==> src/rtl/mem_pkg.sv <==
// -----------------------------------------------------------------------------
// mem_pkg
// Shared definitions for the load/store unit memory controller:
//   - RV32I load/store funct3 encodings
//   - controller state enum
//   - default load timeout (cycles)
//   - misalignment helper used at request acceptance
// -----------------------------------------------------------------------------
package mem_pkg;

   localparam logic [2:0] F3_B  = 3'b000;   // LB / SB
   localparam logic [2:0] F3_H  = 3'b001;   // LH / SH
   localparam logic [2:0] F3_W  = 3'b010;   // LW / SW
   localparam logic [2:0] F3_BU = 3'b100;   // LBU
   localparam logic [2:0] F3_HU = 3'b101;   // LHU

   localparam int unsigned TIMEOUT_DEFAULT = 15;

   typedef enum logic [1:0] {
      ST_IDLE,
      ST_STORE,
      ST_LOAD,
      ST_RESP
   } state_t;

   // Only the defined half/word encodings are checked; unused encodings
   // (011/110/111) behave as word accesses but are not alignment-checked.
   function automatic logic is_misaligned(input logic [2:0] f3,
                                          input logic [1:0] off);
      logic mis;
      mis = 1'b0;
      if ((f3 == F3_H || f3 == F3_HU) && off[0])
         mis = 1'b1;
      if (f3 == F3_W && off != 2'b00)
         mis = 1'b1;
      return mis;
   endfunction

endpackage

==> src/rtl/load_formatter.sv <==
// -----------------------------------------------------------------------------
// load_formatter
// Combinational extraction and sign/zero extension of load data.
// Ports:
//   funct3   in  3  : RV32I load encoding (unused encodings act as LW)
//   byte_off in  2  : byte offset within the word (addr[1:0])
//   data_in  in  32 : raw word from data memory
//   data_out out 32 : right-aligned, extended load result
// -----------------------------------------------------------------------------
module load_formatter
   import mem_pkg::*;
(
   input  logic [2:0]  funct3,
   input  logic [1:0]  byte_off,
   input  logic [31:0] data_in,
   output logic [31:0] data_out
);

   logic [7:0]  sel_byte;
   logic [15:0] sel_half;

   always_comb begin
      sel_byte = data_in[{byte_off, 3'b000} +: 8];
      sel_half = byte_off[1] ? data_in[31:16] : data_in[15:0];
      case (funct3)
         F3_B:    data_out = {{24{sel_byte[7]}}, sel_byte};
         F3_BU:   data_out = {24'h000000, sel_byte};
         F3_H:    data_out = {{16{sel_half[15]}}, sel_half};
         F3_HU:   data_out = {16'h0000, sel_half};
         default: data_out = data_in;
      endcase
   end

endmodule

==> src/rtl/lsu_mem_ctrl.sv <==
// -----------------------------------------------------------------------------
// lsu_mem_ctrl
// MEM-stage load/store controller between the pipeline and a word-addressed
// data memory. Stores take one memory cycle; loads wait for valid_DM up to
// TIMEOUT cycles. Misaligned accesses are rejected in the acceptance cycle.
// Ports:
//   clk, rst (sync, active-low)
//   Pipeline : req_valid, req_ready, req_we, req_funct3, req_addr, req_wdata
//   Response : rsp_valid, rsp_rdata, rsp_err, stall
//   Memory   : cs (active-low), wr (0=write), mask, data_wr, addr (word),
//              lwstallM_DM, valid_DM, data_rd
// -----------------------------------------------------------------------------
module lsu_mem_ctrl
   import mem_pkg::*;
#(
   parameter int unsigned TIMEOUT = TIMEOUT_DEFAULT
) (
   input  logic        clk,
   input  logic        rst,
   // pipeline side
   input  logic        req_valid,
   output logic        req_ready,
   input  logic        req_we,
   input  logic [2:0]  req_funct3,
   input  logic [31:0] req_addr,
   input  logic [31:0] req_wdata,
   // response
   output logic        rsp_valid,
   output logic [31:0] rsp_rdata,
   output logic        rsp_err,
   output logic        stall,
   // data memory side
   output logic        cs,
   output logic        wr,
   output logic [3:0]  mask,
   output logic [31:0] data_wr,
   output logic [19:0] addr,
   output logic        lwstallM_DM,
   input  logic        valid_DM,
   input  logic [31:0] data_rd
);

   localparam int unsigned CW = $clog2(TIMEOUT + 1);

   state_t        state, state_nxt;
   logic [21:0]   r_addr;
   logic [31:0]   r_wdata;
   logic [2:0]    r_funct3;
   logic          r_err;
   logic [CW-1:0] cnt;

   logic          req_mis;
   logic          accept;
   logic          timeout_hit;
   logic [31:0]   fmt_data;
   logic          unused_addr_hi;

   // Word address only spans 20 bits; the top of the byte address is dropped.
   assign unused_addr_hi = ^req_addr[31:22];

   assign req_mis     = is_misaligned(req_funct3, req_addr[1:0]);
   assign accept      = (state == ST_IDLE) && req_valid && !req_mis;
   assign timeout_hit = (cnt == CW'(TIMEOUT - 1));
   assign addr        = r_addr[21:2];

   load_formatter u_fmt (
      .funct3   (r_funct3),
      .byte_off (r_addr[1:0]),
      .data_in  (data_rd),
      .data_out (fmt_data)
   );

   // state register
   always_ff @(posedge clk) begin
      if (!rst)
         state <= ST_IDLE;
      else
         state <= state_nxt;
   end

   // request capture, load result and timeout counter
   always_ff @(posedge clk) begin
      if (!rst) begin
         r_addr    <= '0;
         r_wdata   <= '0;
         r_funct3  <= '0;
         r_err     <= 1'b0;
         cnt       <= '0;
         rsp_rdata <= '0;
      end else begin
         if (accept) begin
            r_addr   <= req_addr[21:0];
            r_wdata  <= req_wdata;
            r_funct3 <= req_funct3;
            r_err    <= 1'b0;
         end
         if (state == ST_LOAD) begin
            // data arriving on the final allowed cycle wins over the timeout
            if (valid_DM) begin
               rsp_rdata <= fmt_data;
               r_err     <= 1'b0;
               cnt       <= '0;
            end else if (timeout_hit) begin
               rsp_rdata <= '0;
               r_err     <= 1'b1;
               cnt       <= '0;
            end else begin
               cnt <= cnt + CW'(1);
            end
         end else begin
            cnt <= '0;
         end
      end
   end

   // next-state logic
   always_comb begin
      state_nxt = state;
      case (state)
         ST_IDLE:  if (accept) state_nxt = req_we ? ST_STORE : ST_LOAD;
         ST_STORE: state_nxt = ST_RESP;
         ST_LOAD:  if (valid_DM || timeout_hit) state_nxt = ST_RESP;
         ST_RESP:  state_nxt = ST_IDLE;
         default:  state_nxt = ST_IDLE;
      endcase
   end

   // output logic
   always_comb begin
      req_ready   = 1'b0;
      rsp_valid   = 1'b0;
      rsp_err     = 1'b0;
      stall       = 1'b0;
      cs          = 1'b1;
      wr          = 1'b1;
      mask        = 4'b0000;
      data_wr     = '0;
      lwstallM_DM = 1'b0;
      case (state)
         ST_IDLE: begin
            req_ready = 1'b1;
            if (req_valid) begin
               if (req_mis) begin
                  rsp_valid = 1'b1;
                  rsp_err   = 1'b1;
               end else begin
                  stall = 1'b1;
               end
            end
         end
         ST_STORE: begin
            cs    = 1'b0;
            wr    = 1'b0;
            stall = 1'b1;
            case (r_funct3[1:0])
               2'b00: begin
                  mask    = 4'b0001 << r_addr[1:0];
                  data_wr = {4{r_wdata[7:0]}};
               end
               2'b01: begin
                  mask    = r_addr[1] ? 4'b1100 : 4'b0011;
                  data_wr = {2{r_wdata[15:0]}};
               end
               default: begin
                  mask    = 4'b1111;
                  data_wr = r_wdata;
               end
            endcase
         end
         ST_LOAD: begin
            cs          = 1'b0;
            stall       = 1'b1;
            lwstallM_DM = 1'b1;
         end
         ST_RESP: begin
            rsp_valid = 1'b1;
            rsp_err   = r_err;
         end
         default: ;
      endcase
   end

endmodule

==> config.mk <==
export PLATFORM = sky130hd
export DESIGN_NAME = lsu_mem_ctrl
export DESIGN_NICKNAME = d
export VERILOG_FILES = /design/src/rtl/mem_pkg.sv /design/src/rtl/load_formatter.sv /design/src/rtl/lsu_mem_ctrl.sv
export SDC_FILE = /design/constraint.sdc
export NUM_CORES = 1
export LEC_CHECK = 0
export BUFFER_PORTS_ARGS = -buffer_cell sky130_fd_sc_hd__clkbuf_2
export CORE_UTILIZATION = 25
export DETAILED_ROUTE_END_ITERATION = 8
export HOLD_SLACK_MARGIN = 0.05
export SYNTH_ARGS = -nofsm -noshare
export SYNTH_HDL_FRONTEND = slang
export SYNTH_SLANG_ARGS = --single-unit
==> constraint.sdc <==
create_clock -name clk -period 1.8 [get_ports clk]
set_input_delay 0.36 -clock clk [delete_from_list [all_inputs] [get_ports clk]]
set_output_delay 0.36 -clock clk [all_outputs]
set_load 0.1 [all_outputs]
==> summary.txt, run 1 <==
Number of vias in the routed layout -> 5060
Fraction of registers with async set or reset after synthesis -> 0
Endpoint arrival time on the critical path -> 1.62 ns
TritonCTS buffer count -> 9
Clock Latency Late Sink -> 0.35 ns
Slowest-stage cell, CP -> dfxtp_4
Ratio of total power to cell area -> 1490 nW/µm²
Pin count of the biggest net entering global routing -> 65
IR drop worst, VDD -> 0.674 mV
Wire length of the first global-routing pass -> 27200 µm
Clock transition at the registers of the reported paths -> 0.07 ns
Area growth from synthesis to layout -> 56.7%
Post-Route Skew -> 0.0127 ns
Number of antenna repair diodes -> 0
Crit path top cell by count -> buf_12
Drt drc -> 0
Critical path required time -> 1.44 ns
Overall overflow remaining after global route -> 0
Largest area contributor in the netlist -> dfxtp_1
Final nets -> 880
Count of routing violations after the opening detailed-route iteration -> 260
Routability Congestion -> 0.805
Leading cell types by total area after synthesis -> dfxtp_1 39%, a21oi_1 8.5%, nand3_1 5.9%
I/O pin count -> 199
Status -> finished, violations left
Proportion of netlist area held by the largest area contributor -> 0.387
Flip-flop cell with the highest count after synthesis -> dfxtp_1
Critical path capture point type -> output port
DR WL/cell -> 17.0 µm
Initial antenna violation count -> 0
Synthesized netlist cell count -> 586
Largest fanout on the critical path -> 11
Total routed wire length on the met1 layer -> 8030 µm
Synth warn -> 0
Area taken by multi-input logic gates -> 2960 µm²
Count of input and output buffers -> 188
Average cell area after synthesis -> 8.47 µm²
Path category of the worst min-delay check -> in2reg
Register bit total from synthesis -> 96
Power, Total -> 11.6 mW
Die Outline Area -> 20400 µm²
Number of max-capacitance violations reported -> 0
Library cells used by synthesis -> 50
Core box area -> 19500 µm²
Routed WL -> 17600 µm
Library cell with the highest instance count after synthesis -> dfxtp_1
Post-synthesis instance area -> 4960 µm²
Sequential area share after synthesis -> 0.387
Final-report hold violation count -> 0
Die height -> 143 µm
Critical path class -> reg2out
Share of the cycle needed by the critical path after routing -> 1.10
Failing checks -> negative setup slack
Worst-margin pin slew -> 0.730 ns
Die outline width -> 143 µm
Relative slew margins -> 0.513
Antenna Nets Post-Route -> 0
Register area -> 1930 µm²
Highest metal layer with signal wires -> met4
Leakage power total -> 3.03 nW
Final HPWL from detailed placement -> 12600 µm
Kind of launch point of the worst setup path -> register
Series of cell instances along the critical path -> buf_12, mux2i_1, nor2_1, a21oi_2, nor2_4, buf_12
Minimum clock period -> 1.98 ns
Number of enable flip-flop cells after synthesis -> 0
Vias per Instance -> 4.87
Slowest Stage Delay on Critical Path -> 0.38 ns
Iteration count of the initial detailed-routing pass -> 5
CTS Hold Bufs -> 0
Unrepaired setup endpoints after global routing -> yes
Effective utilization at floorplan -> 0.255
Number of sinks on the clock net -> 96
Amount of wire on met2 after detailed routing -> 8180 µm
Maximum clock insertion buffer count -> 2
Highest clock rate -> 506 MHz
Gr usage total -> 0.174
Final setup violation count -> 40
CTS tree -> built
Commonest cells in the netlist -> 96 x dfxtp_1, 84 x a21oi_1, 59 x nand3_1
Max-slew violation total from the final report -> 0
Final-layout fill cell count -> 1956
Via count of the first global-routing pass -> 4856
Core Util, Final -> 0.400
Root cell of the clock tree -> clkbuf_16
Detailed route wirelength on metal3 -> 1190 µm
Number of H-tree levels -> 3
Setup slack after layout -> -0.176 ns
Syn Nets -> 697
Rows -> 51
Share of layout cells above drive strength 1 -> 0.461
[worst max-delay path: cells and delay by family (launching register included)]
family | cells | cell delay [ns]
simple gates | 2 | 0.16
buf+inv | 2 | 0.32
mux | 1 | 0.25
flops | 1 | 0.38
compound gates | 1 | 0.15
[cells by family after synthesis]
logic type      Yosys count  synth area share
flops                    96             0.387
fa+ha+maj                 7            0.0176
xor+xnor                  2           0.00353
buf+inv                  89             0.103
simple gates            152             0.156
compound gates          213             0.268
mux                      27            0.0650
[power by group]
part	switching (mW)	leakage, nW	internal [mW]	total (mW)
Clock	0.906	0.146	1.08	1.99
Sequential	0.247	0.785	2.48	2.73
Combinational	4.66	2.10	2.19	6.85
Total	5.81	3.03	5.75	11.6
[worst paths after layout]
kind	cells after the start	from	end	slack (ns)
min reg2reg	1	rsp_rdata[1]	rsp_rdata[1]	0.46
max reg2reg	6	r_funct3[1]	rsp_rdata[5]	0.11
max	6	r_funct3[0]	data_wr[26]	-0.18
min	3	req_addr[11]	r_addr[11]	0.23
[routing by layer]
| layer | GRT usage | vias up |
|---|---|---|
| met1 | 0.224 | 2393 |
| li1 | - | 2483 |
| met3 | 0.0453 | 15 |
| met5 | 0 | - |
| met2 | 0.282 | 169 |
| met4 | 0.0509 | 0 |
[through the flow]
step	hold WS [ns]	setup slack [ns]	instance area (µm²)	cells	TNS (ns)
global placement	0.446	-0.228	7200	1014	-13.82
floorplan	0.430	-0.342	5330	586	-7.29
CTS	0.211	-0.199	7720	1037	-7.05
detailed placement	0.452	-0.251	7200	1014	-15.73
global route	0.226	-0.235	7780	1038	-8.36
finish	0.229	-0.176	7780	1038	-5.51
[state kept, by name, indices dropped and copies added (netlist names)]
| register | flops |
|---|---|
| cnt | 4 |
| r_addr | 22 |
| r_err | 1 |
| r_funct3 | 3 |
| r_wdata | 32 |
| rsp_rdata | 32 |
| state | 2 |
[cell type report]
type	count	share of cell area
Sequential cell	96	0.248
Tap cell	265	0.0426
Multi-Input combinational cell	401	0.380
Inverter	14	0.00933
Clock inverter	6	0.00852
Timing Repair Buffer	247	0.282
Clock buffer	9	0.0289
[cells in the final DEF, fill, tap and decap left out, types with 5 or more instances in the layout]
master,synthesis,layout
clkbuf_16,0,9
nor2_4,0,21
a221oi_1,12,12
nor2_2,1,5
nand3_1,59,59
and2_2,0,9
a21oi_2,0,8
o21ai_1,58,58
a21oi_4,0,11
nor2_1,41,16
a21oi_1,84,65
a221o_1,19,19
clkbuf_2,0,145
buf_12,0,50
inv_1,13,9
dfxtp_1,96,91
buf_6,9,5
o2bb2ai_1,10,10
buf_4,25,44
nand2_1,19,17
o21ai_0,8,7
mux2i_1,21,18
a22o_1,9,9
[repair_timing]
item | 4_1_cts | 5_1_grt
setup endpoints to repair | 58 | 44
setup buffers | 6 | 1
pin swaps | 8 | 9
cloned | 2 | 0
hold endpoints to repair | 0 | 0
resized for setup | 33 | 16
Note: power is estimated with default switching activity, not from simulation.
==> run 2: changes to the inputs <==
--- a/config.mk
+++ b/config.mk
@@ -5,10 +5,11 @@
 export SDC_FILE = /design/constraint.sdc
 export NUM_CORES = 1
 export LEC_CHECK = 0
-export BUFFER_PORTS_ARGS = -buffer_cell sky130_fd_sc_hd__clkbuf_2
 export CORE_UTILIZATION = 25
 export DETAILED_ROUTE_END_ITERATION = 8
+export DONT_BUFFER_PORTS = 1
 export HOLD_SLACK_MARGIN = 0.05
 export SYNTH_ARGS = -nofsm -noshare
 export SYNTH_HDL_FRONTEND = slang
 export SYNTH_SLANG_ARGS = --single-unit
+export TNS_END_PERCENT = 20
==> run 2 against run 1 <==
Compared with the run above:
- the run still ends with negative setup slack left
- power rose by 2.9%
- non-clock buffer count fell by 94
- cell count fell by 8.9%
- maximum frequency rose by 0.30%
- worst hold slack got worse by 0.080 ns
- critical path type unchanged
==> summary.txt, run 2 (synthesized netlist as in run 1, its figures left out) <==
Routed WL -> 17200 µm
Via count of the first global-routing pass -> 4712
Power, Total -> 11.9 mW
Worst Hold Path EP -> rsp_rdata[29]
Vias per Instance -> 5.01
Antenna Nets Post-Route -> 0
Hold Path Depth -> 1
Share of the cycle needed by the critical path after routing -> 1.09
Maximum clock insertion buffer count -> 2
Leakage power total -> 2.72 nW
Die Outline Area -> 20400 µm²
Critical path class -> reg2out
Root cell of the clock tree -> clkbuf_16
Clock Latency Late Sink -> 0.34 ns
Critical path capture point type -> output port
Iteration count of the initial detailed-routing pass -> 4
Final-layout fill cell count -> 1925
Area growth from synthesis to layout -> 52.6%
Number of antenna repair diodes -> 0
Final HPWL from detailed placement -> 12400 µm
Worst-margin pin slew -> 0.845 ns
Unrepaired setup endpoints after global routing -> yes
Launch point of the worst reg-to-reg path -> state[0]
I/O pin count -> 199
Endpoint arrival time on the critical path -> 1.61 ns
DR WL/cell -> 18.2 µm
Ratio of total power to cell area -> 1570 nW/µm²
CTS Hold Bufs -> 0
Non-Filler Cell Area, Final -> 7580 µm²
Slowest Stage Delay on Critical Path -> 0.39 ns
Cell count after placement -> 917
Pin count of the biggest net entering global routing -> 49
Die outline width -> 143 µm
Initial antenna violation count -> 0
Final nets -> 787
Slowest-stage cell, CP -> dfxtp_4
Largest fanout on the critical path -> 7
Relative slew margins -> 0.432
Clock transition at the registers of the reported paths -> 0.07 ns
Final-report hold violation count -> 0
IR drop worst, VDD -> 0.620 mV
Overall overflow remaining after global route -> 0
Wire length of the first global-routing pass -> 26300 µm
Count of input and output buffers -> 0
Area taken by multi-input logic gates -> 3060 µm²
Placed inst area -> 6790 µm²
Core Util, Final -> 0.389
Worst hold path startpoint -> data_rd[29]
Kind of launch point of the worst setup path -> register
Series of cell instances along the critical path -> buf_12, mux2i_2, nor2_1, a21oi_2, nor2_4, buf_12
Max-slew violation total from the final report -> 0
Highest clock rate -> 508 MHz
Biggest registers after layout -> r_wdata (32), rsp_rdata (32), r_addr (22)
Most common cell after layout, fill and taps aside -> buf_4
Path depth of the worst reg2reg path -> 7
Critical path required time -> 1.44 ns
Number of vias in the routed layout -> 4744
Count of routing violations after the opening detailed-route iteration -> 253
CTS tree -> built
Rows -> 51
Post-Route Skew -> 0.00467 ns
Setup slack after layout -> -0.170 ns
Number of max-capacitance violations reported -> 0
Minimum clock period -> 1.97 ns
Final setup violation count -> 55
Non-filler cells, final -> 946
Path category of the worst min-delay check -> in2reg
Number of H-tree levels -> 3
FF-to-FF End -> rsp_rdata[27]
Number of sinks on the clock net -> 96
Effective utilization at floorplan -> 0.255
Status -> finished, violations left
Share of layout cells above drive strength 1 -> 0.410
Die height -> 143 µm
Routability Congestion -> 0.817
Setup slack after placement -> -0.155 ns
Register area -> 1940 µm²
Top library cells by usage in the layout, fill and taps aside -> 95 x buf_4, 90 x dfxtp_1, 65 x a21oi_1
Gr usage total -> 0.168
Failing checks -> negative setup slack
TritonCTS buffer count -> 9
Minimum setup slack among reg-to-reg paths -> -0.06 ns
Crit path top cell by count -> buf_12
Core box area -> 19500 µm²
Drt drc -> 0
-- run 2: changes by cell type in the layout (fill, tap and decap cells not counted), moves of 3 or more --
cell / previous run / this run
inv_6: 4 / 1
mux2i_1: 18 / 10
nand2_1: 17 / 14
mux2i_4: 2 / 5
buf_4: 44 / 95
mux2i_2: 1 / 6
and2_2: 9 / 0
o21ai_0: 7 / 2
nor2_1: 16 / 13
o21ai_1: 58 / 63
clkbuf_2: 145 / 0
nor2_2: 5 / 8
buf_16: 3 / 0
and2_4: 2 / 12
-- run 2: power by group --
part / internal (mW) / total, mW / switching (mW) / leakage (nW)
clock network: 1.40 / 2.27 / 0.868 / 0.165
logic: 2.26 / 6.89 / 4.62 / 1.77
registers: 2.48 / 2.75 / 0.267 / 0.785
-- run 2: routing by layer --
layer  wire [µm]  global-route usage  part of all wire  vias to the layer above
li1            -                   -                 -                     2300
met1        7240               0.199              0.42                     2263
met2        8220               0.279              0.48                      160
met3        1490              0.0614             0.087                       21
met4         281              0.0521             0.016                        0
met5           0                   0                 0                        -
-- run 2: critical path, delay by kind of cell, from the launching register on --
family / cells / cell delay, ns
multiplexers: 1 / 0.26
flip-flops: 1 / 0.39
buffers and inverters: 2 / 0.32
AO/OA/AOI/OAI: 1 / 0.15
AND/OR/NAND/NOR: 2 / 0.14
-- run 2: layout make-up --
cell class / instances / area share
Inverter: 14 / 0.00892
Timing Repair Buffer: 153 / 0.242
Tap cell: 265 / 0.0438
Multi-Input combinational cell: 402 / 0.403
Sequential cell: 96 / 0.256
Clock inverter: 6 / 0.0150
Clock buffer: 10 / 0.0315
-- run 2: stage by stage --
step	hold WS [ns]	TNS [ns]
global route	0.135	-9.42
CTS	0.132	-5.86
detailed placement	0.451	-7.32
global placement	0.445	-5.92
floorplan	0.430	-9.16
finish	0.149	-4.31
-- run 2: what timing repair did --
item,4_1_cts,5_1_grt
endpoints found under the setup margin,58,75
cloned,2,2
gates resized for setup,48,40
setup buffers,6,3
pin swaps,10,13
-- run 2: how the worst max path moves through the flow --
stage	from	end	cells after the start
after floorplan	state[1]	rsp_valid	7
after global placement	req_funct3[0]	rsp_err	5
after detailed placement	state[0]	rsp_rdata[30]	6
after CTS	r_funct3[0]	data_wr[28]	6
after global routing	r_funct3[0]	data_wr[13]	6
final	r_funct3[0]	data_wr[27]	6
